File: config.mk
export PLATFORM = sky130hd
export DESIGN_NAME = turn_sequencer_flat
export DESIGN_NICKNAME = d
export VERILOG_FILES = /design/src/rtl/fortress_pkg.sv /design/src/rtl/turn_sequencer_if.sv /design/src/rtl/key_edge.sv /design/src/rtl/turn_sequencer.sv /design/src/flat_wrapper.sv
export SDC_FILE = /design/constraint.sdc
export NUM_CORES = 1
export LEC_CHECK = 0
export BUFFER_PORTS_ARGS = -buffer_cell sky130_fd_sc_hd__buf_4
export CORE_MARGIN = 2
export CORE_UTILIZATION = 59
export CTS_CLUSTER_SIZE = 25
export DETAILED_ROUTE_END_ITERATION = 8
export GPL_TIMING_DRIVEN = 0
export PLACE_DENSITY = 0.9
export SYNTH_ARGS = -nofsm -noshare
export SYNTH_HDL_FRONTEND = slang
export SYNTH_HIERARCHICAL = 1
export SYNTH_SLANG_ARGS = --single-unit
File: constraint.sdc
create_clock -name clk -period 2.7 [get_ports clk]
set_input_delay 0.81 -clock clk [delete_from_list [all_inputs] [get_ports clk]]
set_output_delay 0.81 -clock clk [all_outputs]
set_load 0.02 [all_outputs]
File: src/rtl/fortress_pkg.sv
// Shared types and helpers for the two-tank artillery game controller.
package fortress_pkg;

   typedef enum logic [2:0] {
      S_IDLE,
      S_AIM,
      S_CHARGE,
      S_FLIGHT,
      S_IMPACT,
      S_OVER
   } state_t;

   localparam logic [2:0] TANK1_POS = 3'd0;
   localparam logic [2:0] TANK2_POS = 3'd7;

   function automatic logic [7:0] therm(input logic [3:0] n);
      logic [8:0] t;
      t = (9'd1 << n) - 9'd1;
      return t[7:0];
   endfunction

   // n is the distance flown from the shooter; beyond the field shows nothing
   function automatic logic [7:0] cell_onehot(input logic t, input logic [3:0] n);
      logic [3:0] pos;
      pos = '0;
      if (n > 4'd7) return 8'd0;
      pos = t ? ({1'b0, TANK2_POS} - n) : ({1'b0, TANK1_POS} + n);
      return 8'd1 << pos[2:0];
   endfunction

endpackage

File: src/rtl/turn_sequencer_if.sv
// Key inputs and game outputs of the turn sequencer.
interface turn_sequencer_if;
   logic       tick;
   logic       key_4;
   logic       key_5;
   logic       key_6;
   logic       turn;
   logic [7:0] power;
   logic       fire;
   logic [7:0] SHELL;
   logic [1:0] tank1_life;
   logic [1:0] tank2_life;
   logic       hit;
   logic       game_over;

   modport master (
      output tick, key_4, key_5, key_6,
      input  turn, power, fire, SHELL,
      input  tank1_life, tank2_life, hit, game_over
   );

   modport slave (
      input  tick, key_4, key_5, key_6,
      output turn, power, fire, SHELL,
      output tank1_life, tank2_life, hit, game_over
   );
endinterface

File: src/rtl/key_edge.sv
// Registers a debounced key level and emits 1-cycle rise/fall pulses.
module key_edge (
   input  logic clk,
   input  logic nrst,
   input  logic key,
   output logic rise,
   output logic fall
);
   logic lvl;
   logic prev;

   always_ff @(posedge clk) begin
      if (!nrst) begin
         lvl  <= 1'b0;
         prev <= 1'b0;
      end else begin
         lvl  <= key;
         prev <= lvl;
      end
   end

   assign rise = lvl & ~prev;
   assign fall = ~lvl & prev;
endmodule

File: src/rtl/turn_sequencer.sv
// Game-flow FSM: turn order, power charge, shell flight, hits, lives.
module turn_sequencer #(
   parameter int MAX_POWER    = 8,
   parameter int TANK_DIST    = 7,
   parameter int FLIGHT_DIV   = 4,
   parameter int IMPACT_TICKS = 16,
   parameter int LIVES        = 3
) (
   input logic             clk,
   input logic             nrst,
   turn_sequencer_if.slave bus
);
   import fortress_pkg::*;

   logic k4_rise, k4_fall;
   logic k5_rise, k5_fall;
   logic k6_rise, k6_fall;
   logic unused_falls;

   key_edge u_k4 (.clk(clk), .nrst(nrst), .key(bus.key_4),
                  .rise(k4_rise), .fall(k4_fall));
   key_edge u_k5 (.clk(clk), .nrst(nrst), .key(bus.key_5),
                  .rise(k5_rise), .fall(k5_fall));
   key_edge u_k6 (.clk(clk), .nrst(nrst), .key(bus.key_6),
                  .rise(k6_rise), .fall(k6_fall));

   assign unused_falls = k5_fall | k6_fall;

   state_t     state;
   logic [3:0] power_lvl;
   logic [3:0] range_q;
   logic [3:0] step;
   logic [4:0] tick_cnt;
   logic       turn_q;
   logic       fire_q;
   logic       hit_q;
   logic       over_q;
   logic [7:0] power_q;
   logic [7:0] shell_q;
   logic [1:0] life1;
   logic [1:0] life2;

   logic [3:0] step_nx;
   logic [3:0] power_nx;
   logic [1:0] opp_life;

   assign step_nx  = step + 4'd1;
   assign power_nx = (power_lvl == 4'(MAX_POWER)) ? 4'd1 : power_lvl + 4'd1;
   assign opp_life = turn_q ? life1 : life2;

   always_ff @(posedge clk) begin
      if (!nrst || k6_rise) begin
         state     <= S_IDLE;
         power_lvl <= '0;
         range_q   <= '0;
         step      <= '0;
         tick_cnt  <= '0;
         turn_q    <= 1'b0;
         fire_q    <= 1'b0;
         hit_q     <= 1'b0;
         over_q    <= 1'b0;
         power_q   <= '0;
         shell_q   <= '0;
         life1     <= 2'(LIVES);
         life2     <= 2'(LIVES);
      end else begin
         case (state)
            S_IDLE: begin
               if (k5_rise) begin
                  state    <= S_AIM;
                  tick_cnt <= '0;
               end
            end
            S_AIM: begin
               if (k4_rise) begin
                  state     <= S_CHARGE;
                  tick_cnt  <= '0;
                  power_lvl <= 4'd1;
                  power_q   <= therm(4'd1);
               end
            end
            // key_4 is high throughout CHARGE until its fall, so a tick alone charges
            S_CHARGE: begin
               if (k4_fall) begin
                  state    <= S_FLIGHT;
                  tick_cnt <= '0;
                  range_q  <= power_lvl;
                  step     <= '0;
                  fire_q   <= 1'b1;
                  shell_q  <= cell_onehot(turn_q, 4'd1);
               end else if (bus.tick) begin
                  power_lvl <= power_nx;
                  power_q   <= therm(power_nx);
               end
            end
            S_FLIGHT: begin
               if (bus.tick) begin
                  if (tick_cnt == 5'(FLIGHT_DIV - 1)) begin
                     tick_cnt <= '0;
                     step     <= step_nx;
                     if (step_nx == range_q) begin
                        state   <= S_IMPACT;
                        fire_q  <= 1'b0;
                        shell_q <= '0;
                        power_q <= '0;
                        hit_q   <= (range_q == 4'(TANK_DIST));
                        if (range_q == 4'(TANK_DIST)) begin
                           if (turn_q && life1 != 2'd0)
                              life1 <= life1 - 2'd1;
                           if (!turn_q && life2 != 2'd0)
                              life2 <= life2 - 2'd1;
                        end
                     end else begin
                        shell_q <= cell_onehot(turn_q, step_nx + 4'd1);
                     end
                  end else begin
                     tick_cnt <= tick_cnt + 5'd1;
                  end
               end
            end
            S_IMPACT: begin
               if (bus.tick) begin
                  if (tick_cnt == 5'(IMPACT_TICKS - 1)) begin
                     tick_cnt <= '0;
                     hit_q    <= 1'b0;
                     if (opp_life == 2'd0) begin
                        state  <= S_OVER;
                        over_q <= 1'b1;
                     end else begin
                        state     <= S_AIM;
                        turn_q    <= ~turn_q;
                        power_lvl <= '0;
                        power_q   <= '0;
                     end
                  end else begin
                     tick_cnt <= tick_cnt + 5'd1;
                  end
               end
            end
            S_OVER: begin
               state <= S_OVER;
            end
            default: state <= S_IDLE;
         endcase
      end
   end

   assign bus.turn       = turn_q;
   assign bus.power      = power_q;
   assign bus.fire       = fire_q;
   assign bus.SHELL      = shell_q;
   assign bus.tank1_life = life1;
   assign bus.tank2_life = life2;
   assign bus.hit        = hit_q;
   assign bus.game_over  = over_q;
endmodule

File: src/flat_wrapper.sv
// flat-port wrapper written by rule: the top's interface ports become plain ports
module turn_sequencer_flat import fortress_pkg::*;
#(
   parameter int MAX_POWER    = 8,
   parameter int TANK_DIST    = 7,
   parameter int FLIGHT_DIV   = 4,
   parameter int IMPACT_TICKS = 16,
   parameter int LIVES        = 3
)
  (clk, nrst, bus_tick, bus_key_4, bus_key_5, bus_key_6, bus_turn, bus_power, bus_fire, bus_SHELL, bus_tank1_life, bus_tank2_life, bus_hit, bus_game_over);
  turn_sequencer_if bus_i ();
  input logic clk;
  input logic nrst;
  input wire logic [$bits(bus_i.tick)-1:0] bus_tick;
  input wire logic [$bits(bus_i.key_4)-1:0] bus_key_4;
  input wire logic [$bits(bus_i.key_5)-1:0] bus_key_5;
  input wire logic [$bits(bus_i.key_6)-1:0] bus_key_6;
  output wire logic [$bits(bus_i.turn)-1:0] bus_turn;
  output wire logic [$bits(bus_i.power)-1:0] bus_power;
  output wire logic [$bits(bus_i.fire)-1:0] bus_fire;
  output wire logic [$bits(bus_i.SHELL)-1:0] bus_SHELL;
  output wire logic [$bits(bus_i.tank1_life)-1:0] bus_tank1_life;
  output wire logic [$bits(bus_i.tank2_life)-1:0] bus_tank2_life;
  output wire logic [$bits(bus_i.hit)-1:0] bus_hit;
  output wire logic [$bits(bus_i.game_over)-1:0] bus_game_over;
  assign bus_i.tick = bus_tick;
  assign bus_i.key_4 = bus_key_4;
  assign bus_i.key_5 = bus_key_5;
  assign bus_i.key_6 = bus_key_6;
  assign bus_turn = bus_i.turn;
  assign bus_power = bus_i.power;
  assign bus_fire = bus_i.fire;
  assign bus_SHELL = bus_i.SHELL;
  assign bus_tank1_life = bus_i.tank1_life;
  assign bus_tank2_life = bus_i.tank2_life;
  assign bus_hit = bus_i.hit;
  assign bus_game_over = bus_i.game_over;
  turn_sequencer #(.MAX_POWER(MAX_POWER), .TANK_DIST(TANK_DIST), .FLIGHT_DIV(FLIGHT_DIV), .IMPACT_TICKS(IMPACT_TICKS), .LIVES(LIVES)) u_core (.clk(clk), .nrst(nrst), .bus(bus_i));
endmodule
**Word-level counts from Yosys, hierarchy flattened**

Index checks and enable logic that the tools add are counted.

- Flip-flop bits (word level): 50
- Output and inout bits: 24
- Logic and storage cells: 155
- Input port bits: 6

- Reduce and logical (&&, ||, !) cells: 26
- Equal/unequal tests: 21
- Bitwise logic cells: 10
- Order comparisons: 1
- $add $sub $neg: 8
- Shift-type cells: 3
- Multiplexer cells: 67

Operators with widths:

| operator | count |
|---|---|
| $mux W8 | 15 |
| $mux W4 | 10 |
| $mux W5 | 7 |
| $mux W3 | 11 |
| $pmux W8 S4 | 1 |
| $pmux W5 S5 | 1 |
| $reduce_and A6 Y1 | 4 |
| $pmux W3 S6 | 1 |
| $pmux W8 S2 | 1 |
| $shl A1 B3 Y8 const A | 2 |
| $mux W1 | 15 |
| $add A4 B1 Y4 const B | 3 |
| $ne A2 B1 Y1 const B | 6 |
| $pmux W4 S3 | 1 |
| $reduce_and A4 Y1 | 3 |
| $ne A2 B2 Y1 const B | 5 |
| $reduce_and A10 Y1 | 1 |
| $pmux W4 S2 | 1 |
| $reduce_and A8 Y1 | 1 |
| $reduce_bool A2 Y1 | 4 |
| $shl A1 B4 Y8 const A | 1 |
| $sub A8 B1 Y8 const B | 1 |
| $reduce_and A7 Y1 | 1 |
| $eq A3 B2 Y1 const B | 2 |
| 25 further kinds | 38 |

**Depth between registers and ports, before layout**

Gate-level depths: netlist of the first run.

- Word-level depth: 14
- Gate-level depth with buffers: 12
- Mapped depth without buffers: 11

**Cells and area by module**

The synthesis of the first run kept the hierarchy.

Modules (own cells, without submodules):

| module | cells each | times used | sequential area each (µm²) | area an instance (µm²) |
|---|---|---|---|---|
| turn_sequencer | 364 | 1 | 880.8 | 2846.5 |
| key_edge | 6 | 3 | 40.0 | 65.1 |

**Worst setup path before layout of the first run**

Ideal clock, no wire load.

- Path kind: input to register
- From: input bus_tick
- To: register u_core.power_lvl[3]
- Slack: 0.520 ns
- Path buffers: 1
- Required time: 2.630 ns
- Arrival: 2.110 ns
- Stages: 7
- Path through: clkbuf_1 nand4b_1 o31a_1 nor2_1 a21oi_1 or3_1 a21oi_1

- Word-level cells in the longest chain between the ends: 2
- Elaborated cells between the ends (all ways): 3

RTL lines:

| what | RTL line | source |
|---|---|---|
| start, declared | flat_wrapper.sv:14 | `input wire logic [$bits(bus_i.tick)-1:0] bus_tick;` |
| $ne A2 B2 Y1 (no line) | n/a |  |
| $reduce_and A7 Y1 (no line) * | n/a |  |
| end signal, assigned | turn_sequencer.sv:92 | `power_lvl <= power_nx;` |
| end, declared | turn_sequencer.sv:30 | `logic [3:0] power_lvl;` |

Every way passes the cells marked *; elsewhere a longest branch is shown, timed or not.
A chain may end at the register's enable or synchronous reset.

**Final worst setup path of the first run**

- From: register u_core.step[0]
- To: register u_core.power_q[2] (netlist: u_core/bus.power[2])

- Word-level cells in the longest chain between the ends: 4

RTL lines:

| what | RTL line | source |
|---|---|---|
| start, declared | turn_sequencer.sv:32 | `logic [3:0] step;` |
| start signal, assigned | turn_sequencer.sv:100 | `step <= step_nx;` |
| $add A4 B1 Y4 | turn_sequencer.sv:47 | `assign step_nx = step + 4'd1;` |
| $eq A4 B4 Y1 | turn_sequencer.sv:101 | `if (step_nx == range_q) begin` |
| $ne A2 B1 Y1 (no line) | n/a |  |
| $reduce_and A10 Y1 (no line) | n/a |  |
| end signal, assigned | turn_sequencer.sv:79 | `power_q <= therm(4'd1);` |
| end signal, assigned | turn_sequencer.sv:93 | `power_q <= therm(power_nx);` |
| end, declared | turn_sequencer.sv:38 | `logic [7:0] power_q;` |

No other way between the ends.

==> metrics.sh, run 1 <==
RUN_STATUS='finished, final reports clean'
INTERNAL-POWER_mW=0.992
INSERTEDDIODECOUNT=0
GRT_REMAINING_OVERFLOW=0
PLACE_CONGESTION=0.916
DESIGN.DIE.AREA_UM2=5720
PLACED_CELLS=478
REPORT.POWER.TOTAL_mW=1.37
NETS=433
FLOORPLAN.ROWS=26
WL_PER_CELL_UM=14.8
ACHIEVABLE-FREQUENCY_MHz=405
TIMING.CRITICAL_PATH.MODE_CELL='sky130_fd_sc_hd__buf_6'
TOP_LEVEL_PORTS=30
DRTPASS1ITERATIONS=7
DRIVE_ABOVE_1_SHARE_PCT=13.9
WL_MET3_UM=530
WL_MET2_MM=3.42
TOTAL_BUFFERS_AND_INVERTERS_TRAVERSED_BY_THE_CRITICAL_PATH=4
INITIAL_UTILIZATION_PCT=60.1
MAX-CAP-VIOLATIONS=0
WORSTSETUPPATHTYPE='reg -> reg'
P_SW_SHARE_PCT=27.8
WORSTSKEWPAIRLATENCY_PS=320
PWR-SHARE-SEQ_PCT=55.0
VIA_PER_INST=5.90
CTS_TREE='built'
TOTALNEGATIVESETUPSLACK_PS=0
MAX_SLEW_MARGIN_VS_LIMIT_PCT=54.7
CRITICAL_PATH_REQUIRED_PS=2940
CTS_ROOT_BUF='sky130_fd_sc_hd__clkbuf_8'
SYNTH_FP_NETS=398
WORSTPATHMAXFANOUT=10
CRIT_CHAIN='buf_6 > inv_1 > ha_1 > xor2_1 > nand2_1 > o31ai_2 > and3_1 > buf_4 > buf_6 > nand4_1 > o21ai_0'
FINALMAXSLEWVIOLATIONS=0
VDD_DROP_MAX_mV=0.228
SYNTHESIS.AREA_UM2=3030
FINAL.PERIOD_UTILIZATION_PCT=91.5
CTS_NUM_SINKS=50
CLOCK_TREE.HTREE_LEVEL_COUNT=2
SYNTH_AREA_PER_CELL_UM2=7.97
SWITCHING_POWER_mW=0.382
CLOCK_TREE.BUFFER_DEPTH=2
ROUTED_VIAS=2867
CTS.REPAIR_TIMING.SETUP_BUFFER_COUNT=0
CPMAXSTAGEDELAYCELL='sky130_fd_sc_hd__o31ai_2'
ROUTE.DETAILED.DRC=0
PERIOD_NEEDED_PS=2470
CLK_PIN_SLEW_PS=100
CTS_RESIZED=0
MIN_PATH_TYPE='reg -> reg'
SETUP_VIOLATIONS=0
DETAIL_ROUTE.WIRELENGTH.MET1_MM=3.08
TIGHTEST_SLEW_PS=678
P_PER_AREA_nW_PER_UM2=402
CRITICAL_PATH.MAX_STAGE_DELAY_PS=430
HIGHEST_LAYER='met4'
GRT_START_MAX_NET_PINS=17
LEAKAGE_nW=1.35
PLACE_WS_PS=189
HPWL_MM=5.30
TRITONCTS.NUM_BUFFERS=5
CRITICAL_PATH.TOP_DELAY_FAMILY='compound AO/OA/AOI/OAI gates'
YOSYSWARNINGCOUNT=6
POWER_FRAC_CLOCK_PCT=32.9
FINAL_HOLD_VIO_COUNT=0
SYN-INSTANCE-COUNT=380
COMBINATIONALPOWERSHARE_PCT=12.2
GRT_FIRST_PASS_WIRELENGTH_MM=11.5
ANTENNA_FOUND_INITIAL=0
CRITICAL_PATH.STARTPOINT_TYPE='flop'
DESIGN.CORE.AREA_UM2=5040
DIE_Y_UM=75.7
WORST_SKEW_PS=14.0
DR.FIRST_ITER.DRC_COUNT=283
CP.ARRIVAL_PS=2720
DETAILED_ROUTE_WIRE_LENGTH_MM=7.18
SYN2LAYOUT_AREA_GROWTH_PCT=12.8
GRT_USAGE_PCT=26.0
POST_CTS_HOLD_BUFFER_COUNT=0
FLOORPLAN.DIE.WIDTH_UM=75.7
TIMING.CRITICAL_PATH.TO_TYPE='flop'
IO_BUFFERS=28
ANT_NETS=0
FIN_WS_PS=229
NUMBER_OF_GLOBAL_ROUTE_VIAS_BEFORE_REPAIR=2583
CELL_COUNT_FINAL_FILLERS_OUT=486
RSZ0062_AT_GRT='false'
-- cell usage in the layout (no fill, tap or decap), types with 7 or more instances in the layout --
master,n
sky130_fd_sc_hd__nor2b_1,12
sky130_fd_sc_hd__nand2_1,45
sky130_fd_sc_hd__o21ai_0,23
sky130_fd_sc_hd__and2_1,7
sky130_fd_sc_hd__xor2_1,8
sky130_fd_sc_hd__a21oi_1,24
sky130_fd_sc_hd__inv_1,13
sky130_fd_sc_hd__buf_4,31
sky130_fd_sc_hd__ha_1,12
sky130_fd_sc_hd__nand3_1,20
sky130_fd_sc_hd__a31oi_1,7
sky130_fd_sc_hd__clkbuf_1,14
sky130_fd_sc_hd__xnor2_1,8
sky130_fd_sc_hd__nand4_1,7
sky130_fd_sc_hd__nor2_1,33
sky130_fd_sc_hd__nor3_1,10
sky130_fd_sc_hd__dfxtp_1,50
-- layer usage --
layer,vias up,track usage (%)
met5,-,0
met4,0,12.5
met3,17,4.63
met2,122,42.7
met1,1319,33.1
li1,1409,-
-- layout make-up --
type                            instances  area [um^2]
Buffer                                 25          151
Clock buffer                            5         68.8
Clock inverter                          3         21.3
Fill cell                             441         1630
Inverter                               13         48.8
Multi-Input combinational cell        292         1830
Sequential cell                        50         1000
Tap cell                               70         87.6
Timing Repair Buffer                   28          210
-- power groups by stage --
stage	Combinational (mW)	Sequential [mW]	Clock, mW
3_3_place_gp	0.160	0.772	0
5_1_grt	0.183	0.757	0.482
3_5_place_dp	0.165	0.772	0
2_1_floorplan	0.120	0.773	0
4_1_cts	0.165	0.755	0.455
6_report	0.167	0.755	0.451
-- worst reg2reg max path, stage by stage, from the launching register on --
cell,delay [ps]
sky130_fd_sc_hd__dfxtp_1,360
sky130_fd_sc_hd__buf_6,140
sky130_fd_sc_hd__inv_1,50
sky130_fd_sc_hd__ha_1,380
sky130_fd_sc_hd__xor2_1,170
sky130_fd_sc_hd__nand2_1,150
sky130_fd_sc_hd__o31ai_2,430
sky130_fd_sc_hd__and3_1,250
sky130_fd_sc_hd__buf_4,150
sky130_fd_sc_hd__buf_6,130
sky130_fd_sc_hd__nand4_1,80
sky130_fd_sc_hd__o21ai_0,120
-- worst paths after layout --
check | startpoint | endpoint | slack (ps) | cells past startpoint
min | u_core/u_k6/lvl$_SDFF_PN0_ | u_core/u_k6/prev$_SDFF_PN0_ | 450 | 1
max reg2reg | u_core/step[0]$_SDFFE_PP0P_ | u_core/bus.power[2]$_SDFFE_PP0P_ | 230 | 11
max | u_core/step[0]$_SDFFE_PP0P_ | u_core/bus.power[2]$_SDFFE_PP0P_ | 230 | 11
min reg2reg | u_core/u_k6/lvl$_SDFF_PN0_ | u_core/u_k6/prev$_SDFF_PN0_ | 450 | 1
-- state kept, by name, summed over array words and instances (netlist names) --
signal                 flops
u_core/power_lvl           4
u_core/bus.power           8
u_core/u_k5/prev           1
u_core/bus.game_over       1
u_core/bus.tank2_life      2
u_core/bus.tank1_life      2
u_core/u_k6/prev           1
u_core/bus.SHELL           8
u_core/bus.fire            1
u_core/u_k5/lvl            1
u_core/range_q             4
u_core/bus.turn            1
u_core/u_k6/lvl            1
u_core/u_k4/prev           1
u_core/state               3
u_core/bus.hit             1
u_core/tick_cnt            5
u_core/u_k4/lvl            1
u_core/step                4
-- stage by stage --
| stage | hold slack (ps) | area, um^2 | util, % |
|---|---|---|---|
| detailed placement | 438 | 3330 | 66.0 |
| floorplan | 421 | 3030 | - |
| global placement | 430 | 3330 | 66.0 |
| global route | 486 | 3420 | 67.8 |
| CTS | 451 | 3420 | 67.8 |
| finish | 452 | 3420 | 67.8 |
(Power assumes the default switching activity.)
==> inputs of run 2 (changes only) <==
--- a/config.mk
+++ b/config.mk
@@ -5,7 +5,8 @@
 export SDC_FILE = /design/constraint.sdc
 export NUM_CORES = 1
 export LEC_CHECK = 0
-export BUFFER_PORTS_ARGS = -buffer_cell sky130_fd_sc_hd__buf_4
+export ABC_CLOCK_PERIOD_IN_PS = 2700
+export BUFFER_PORTS_ARGS = -buffer_cell sky130_fd_sc_hd__buf_2
 export CORE_MARGIN = 2
 export CORE_UTILIZATION = 59
 export CTS_CLUSTER_SIZE = 25
==> metrics.sh, run 2 (synthesis gave the netlist of run 1 again) <==
RUN_STATUS='finished, final reports clean'
DESIGN.DIE.AREA_UM2=5720
TIMING.RR.START='u_core/step[0]$_SDFFE_PP0P_'
INITIAL_UTILIZATION_PCT=60.1
MAX-CAP-VIOLATIONS=0
VDD_DROP_MAX_mV=0.266
REPORT.POWER.TOTAL_mW=1.39
DETAILED_ROUTE_WIRE_LENGTH_MM=7.12
INTERNAL-POWER_mW=1.02
FINALMAXSLEWVIOLATIONS=0
CTS_NUM_SINKS=50
POSTLAYOUTCOREUTIL_PCT=66.6
GRT_FIRST_PASS_WIRELENGTH_MM=11.6
RSZ0062_AT_GRT='false'
COMBINATIONALPOWERSHARE_PCT=12.0
FLOORPLAN.ROWS=26
P_SW_SHARE_PCT=26.8
CTS_ROOT_BUF='sky130_fd_sc_hd__clkbuf_8'
P_PER_AREA_nW_PER_UM2=414
INSERTEDDIODECOUNT=0
MIN_PATH_TYPE='reg -> reg'
REG2REG_END='u_core/bus.power[2]$_SDFFE_PP0P_'
GRT_USAGE_PCT=26.0
TIMING.CRITICAL_PATH.TO_TYPE='flop'
WL_PER_CELL_UM=14.7
SWITCHING_POWER_mW=0.373
CP-ENDPOINT='u_core/bus.power[2]$_SDFFE_PP0P_'
TOP_LEVEL_PORTS=30
GRT_START_MAX_NET_PINS=17
CLK_PIN_SLEW_PS=100
R2R_CELLS=11
ANTENNA_FOUND_INITIAL=0
WORSTSETUPPATHTYPE='reg -> reg'
CLOCK_TREE.HTREE_LEVEL_COUNT=2
TOTALNEGATIVESETUPSLACK_PS=0
GRT_REMAINING_OVERFLOW=0
PWR-SHARE-SEQ_PCT=54.3
DRIVE_ABOVE_1_SHARE_PCT=13.9
IO_BUFFERS=28
CRITICAL_PATH.STARTPOINT_TYPE='flop'
R2R_SLACK_PS=190
VIA_PER_INST=5.94
TRITONCTS.NUM_BUFFERS=5
WORST_SKEW_PS=16.5
WORSTSKEWPAIRLATENCY_PS=310
CELL_COUNT_FINAL_FILLERS_OUT=486
FLOORPLAN.DIE.WIDTH_UM=75.7
FINAL_COMMON_CELL='sky130_fd_sc_hd__dfxtp_1'
COMMONEST_CELLS_AFTER_ROUTING_FILL_AND_TAPS_ASIDE='sky130_fd_sc_hd__dfxtp_1, sky130_fd_sc_hd__nand2_1, sky130_fd_sc_hd__nor2_1'
POST_CTS_HOLD_BUFFER_COUNT=0
FILLERINSTANCES=430
CLOCK_TREE.BUFFER_DEPTH=2
ANT_NETS=0
DR.FIRST_ITER.DRC_COUNT=332
PERIOD_NEEDED_PS=2510
CTS_RESIZED=0
POWER_FRAC_CLOCK_PCT=33.7
NETS=433
WORST_SETUP_PATH_STARTPOINT='u_core/step[0]$_SDFFE_PP0P_'
CP.ARRIVAL_PS=2730
FINAL_HOLD_VIO_COUNT=0
FIN_WS_PS=194
ROUTED_VIAS=2887
HPWL_MM=5.19
SETUP_VIOLATIONS=0
CTS.REPAIR_TIMING.SETUP_BUFFER_COUNT=0
DESIGN.CORE.AREA_UM2=5040
DIE_Y_UM=75.7
WORSTPATHMAXFANOUT=10
ROUTE.DETAILED.DRC=0
PLACE_CONGESTION=0.910
SYN2LAYOUT_AREA_GROWTH_PCT=10.8
PLACE_WS_PS=181
DRTPASS1ITERATIONS=7
CRITICAL_PATH_REQUIRED_PS=2920
CTS_TREE='built'
ACHIEVABLE-FREQUENCY_MHz=399
PLACED_CELLS=478
FINAL.PERIOD_UTILIZATION_PCT=92.8
LEAKAGE_nW=1.34
MAX_SLEW_MARGIN_VS_LIMIT_PCT=51.2
TIGHTEST_SLEW_PS=731
NUMBER_OF_GLOBAL_ROUTE_VIAS_BEFORE_REPAIR=2634
## run 2: cell count changes in the layout (fill, tap and decap cells not counted), sizes merged
cell | previous run | this run
clkbuf | 21 | 22
clkinv | 2 | 0
inv | 13 | 14
## run 2: power groups by stage
stage	Combinational (mW)	Sequential, mW	Clock (mW)
6_report	0.167	0.755	0.469
5_1_grt	0.181	0.756	0.507
4_1_cts	0.163	0.755	0.479
3_5_place_dp	0.161	0.772	0
3_3_place_gp	0.158	0.772	0
2_1_floorplan	0.120	0.773	0
## run 2: worst min path at each step
| stage | start | slack [ps] | end | cells past startpoint |
|---|---|---|---|---|
| after floorplan | u_core/u_k5/lvl$_SDFF_PN0_ | 420 | u_core/u_k5/prev$_SDFF_PN0_ | 1 |
| after global placement | u_core/u_k6/lvl$_SDFF_PN0_ | 430 | u_core/u_k6/prev$_SDFF_PN0_ | 1 |
| after detailed placement | u_core/u_k6/lvl$_SDFF_PN0_ | 440 | u_core/u_k6/prev$_SDFF_PN0_ | 1 |
| after CTS | u_core/u_k6/lvl$_SDFF_PN0_ | 460 | u_core/u_k6/prev$_SDFF_PN0_ | 1 |
| after global routing | u_core/bus.hit$_SDFFE_PP0P_ | 480 | u_core/bus.hit$_SDFFE_PP0P_ | 2 |
| final | u_core/u_k6/lvl$_SDFF_PN0_ | 460 | u_core/u_k6/prev$_SDFF_PN0_ | 1 |
## run 2: metrics by stage
stage | hold slack [ps] | cell area (um^2)
final | 457 | 3360
after floorplan | 421 | 3030
after CTS | 458 | 3360
after global placement | 430 | 3260
after global routing | 478 | 3360
after detailed placement | 435 | 3260
## run 2: area by class of cell
type | instances | area [um^2] | area share, %
plain buffers | 25 | 151 | 4.51
well taps | 70 | 87.6 | 2.61
clock inverters | 2 | 16.3 | 0.485
multi-input cells | 292 | 1830 | 54.5
inverters | 13 | 48.8 | 1.45
clock buffers | 6 | 82.6 | 2.46
flip-flops and latches | 50 | 1000 | 29.8
repair buffers | 28 | 140 | 4.18
## run 2: worst max-delay path, stage by stage, from the launching register on
cell and delay (ps):
sky130_fd_sc_hd__dfxtp_1 360, sky130_fd_sc_hd__buf_6 140, sky130_fd_sc_hd__inv_1 50, sky130_fd_sc_hd__ha_1 390, sky130_fd_sc_hd__xor2_1 180, sky130_fd_sc_hd__nand2_1 150, sky130_fd_sc_hd__o31ai_2 420, sky130_fd_sc_hd__and3_1 260
sky130_fd_sc_hd__buf_4 150, sky130_fd_sc_hd__buf_6 130, sky130_fd_sc_hd__nand4_1 80, sky130_fd_sc_hd__o21ai_0 110
## run 2: per-layer routing
metal | vias up | GRT usage, % | wire, um
li1 | 1407 | - | -
met1 | 1340 | 34.3 | 3190
met2 | 123 | 42.3 | 3380
met3 | 17 | 4.76 | 437
met4 | 0 | 9.75 | 116
met5 | - | 0 | 0
==> inputs of run 3 (changes only) <==
--- a/config.mk
+++ b/config.mk
@@ -7,7 +7,6 @@
 export LEC_CHECK = 0
 export ABC_CLOCK_PERIOD_IN_PS = 2700
 export BUFFER_PORTS_ARGS = -buffer_cell sky130_fd_sc_hd__buf_2
-export CORE_MARGIN = 2
 export CORE_UTILIZATION = 59
 export CTS_CLUSTER_SIZE = 25
 export DETAILED_ROUTE_END_ITERATION = 8
==> metrics.sh, run 3 (synthesis gave the netlist of run 1 again) <==
FINAL.PERIOD_UTILIZATION_PCT=92.1
TRITONCTS.NUM_BUFFERS=5
WL_MET3_UM=568
WL_MET2_MM=3.51
REPORT.POWER.TOTAL_mW=1.37
TIGHTEST_SLEW_PS=694
ANTENNA_FOUND_INITIAL=0
FINAL_DESIGN_AREA_NO_FILL_UM2=3350
ANT_NETS=0
CTS_TREE='built'
RUN_STATUS='finished, final reports clean'
CLK_PIN_SLEW_PS=90
HIGHEST_LAYER='met4'
DESIGN.CORE.AREA_UM2=4820
SYN2LAYOUT_AREA_GROWTH_PCT=10.5
CTS_RESIZED=0
GRT_USAGE_PCT=29.3
CRITICAL_PATH_REQUIRED_PS=2940
CTS.REPAIR_TIMING.SETUP_BUFFER_COUNT=0
GRT_FIRST_PASS_WIRELENGTH_MM=12.3
IO_BUFFERS=28
WL_PER_CELL_UM=15.0
FINAL_COMMON_CELL='sky130_fd_sc_hd__dfxtp_1'
COMMONEST_CELLS_AFTER_ROUTING_FILL_AND_TAPS_ASIDE='sky130_fd_sc_hd__dfxtp_1, sky130_fd_sc_hd__nand2_1, sky130_fd_sc_hd__nor2_1'
RSZ0062_AT_GRT='false'
DRTPASS1ITERATIONS=5
CTS_NUM_SINKS=50
ROUTED_VIAS=2935
MIN_PATH_TYPE='reg -> reg'
INITIAL_UTILIZATION_PCT=62.9
MAX_SLEW_MARGIN_VS_LIMIT_PCT=53.6
DR.FIRST_ITER.DRC_COUNT=231
WORSTSKEWPAIRLATENCY_PS=310
NUMBER_OF_GLOBAL_ROUTE_VIAS_BEFORE_REPAIR=2719
CLOCK_TREE.BUFFER_DEPTH=2
SETUP_VIOLATIONS=0
HPWL_MM=5.38
DETAILED_ROUTE_WIRE_LENGTH_MM=7.27
CLOCK_TREE.HTREE_LEVEL_COUNT=2
CP.ARRIVAL_PS=2720
WORSTPATHMAXFANOUT=10
PLACE_CONGESTION=0.929
WORST_SKEW_PS=10.4
DESIGN.DIE.AREA_UM2=5430
WORSTSETUPPATHTYPE='reg -> reg'
TOTALNEGATIVESETUPSLACK_PS=0
DIE_Y_UM=73.7
ROUTE.DETAILED.DRC=0
TIMING.CRITICAL_PATH.TO_TYPE='flop'
ACHIEVABLE-FREQUENCY_MHz=402
GRT_START_MAX_NET_PINS=16
PERIOD_NEEDED_PS=2490
VDD_DROP_MAX_mV=0.430
FINALMAXSLEWVIOLATIONS=0
DETAIL_ROUTE.WIRELENGTH.MET1_MM=2.98
CRITICAL_PATH.STARTPOINT_TYPE='flop'
P_PER_AREA_nW_PER_UM2=410
MAX-CAP-VIOLATIONS=0
FLOORPLAN.ROWS=25
VIA_PER_INST=6.08
CTS_ROOT_BUF='sky130_fd_sc_hd__clkbuf_8'
FLOORPLAN.DIE.WIDTH_UM=73.7
FINAL_HOLD_VIO_COUNT=0
INSERTEDDIODECOUNT=0
DRIVE_ABOVE_1_SHARE_PCT=13.9
PLACEDINSTANCEAREA_UM2=3250
NETS=433
GRT_REMAINING_OVERFLOW=0
POST_CTS_HOLD_BUFFER_COUNT=0
TOP_LEVEL_PORTS=30
LEAKAGE_nW=1.34
FILLERINSTANCES=413
[run 3: stage by stage]
stage / setup WS (ps) / utilization, % / cells / hold slack, ps
floorplan: 520 / - / 380 / 421
global placement: 261 / 67.5 / 475 / 430
detailed placement: 153 / 67.5 / 475 / 441
CTS: 231 / 69.5 / 483 / 461
global route: 62.9 / 69.5 / 483 / 496
finish: 213 / 69.5 / 483 / 456
[run 3: metal layers]
layer	GRT usage (%)	vias to the layer above
li1	-	1409
met1	34.0	1357
met2	50.8	137
met3	6.72	32
met4	13.5	0
met5	0	-
[run 3: layout make-up]
| class | instances | area [um^2] | area share [%] |
|---|---|---|---|
| Multi-Input combinational cell | 292 | 1830 | 54.6 |
| Sequential cell | 50 | 1000 | 29.9 |
| Tap cell | 67 | 83.8 | 2.50 |
| Clock buffer | 6 | 82.6 | 2.47 |
| Inverter | 13 | 48.8 | 1.46 |
| Clock inverter | 2 | 12.5 | 0.374 |
| Buffer | 25 | 151 | 4.52 |
| Timing Repair Buffer | 28 | 140 | 4.19 |
[run 3: path summary, 6_finish.rpt]
| check | startpoint | end | slack (ps) | cells past startpoint |
|---|---|---|---|---|
| worst max-delay path | u_core/step[0]$_SDFFE_PP0P_ | u_core/bus.power[2]$_SDFFE_PP0P_ | 210 | 11 |
| worst min-delay path | u_core/bus.power[1]$_SDFFE_PP0P_ | u_core/bus.power[1]$_SDFFE_PP0P_ | 460 | 2 |
| worst max register to register | u_core/step[0]$_SDFFE_PP0P_ | u_core/bus.power[2]$_SDFFE_PP0P_ | 210 | 11 |
| worst min register to register | u_core/bus.power[1]$_SDFFE_PP0P_ | u_core/bus.power[1]$_SDFFE_PP0P_ | 460 | 2 |
[run 3: critical path: stages, from the launching register on]
cell and delay (ps):
sky130_fd_sc_hd__dfxtp_1 370, sky130_fd_sc_hd__buf_6 150, sky130_fd_sc_hd__inv_1 50, sky130_fd_sc_hd__ha_1 390, sky130_fd_sc_hd__xor2_1 160, sky130_fd_sc_hd__nand2_1 140
sky130_fd_sc_hd__o31ai_2 420, sky130_fd_sc_hd__and3_1 250, sky130_fd_sc_hd__buf_4 150, sky130_fd_sc_hd__buf_6 130, sky130_fd_sc_hd__nand4_1 90, sky130_fd_sc_hd__o21ai_0 110
[run 3: where the power goes]
part           total (mW)  leakage, nW  internal [mW]  switching (mW)
Combinational       0.166        0.888         0.0587           0.107
Sequential          0.755        0.404          0.747         0.00707
Clock               0.454       0.0472          0.206           0.248
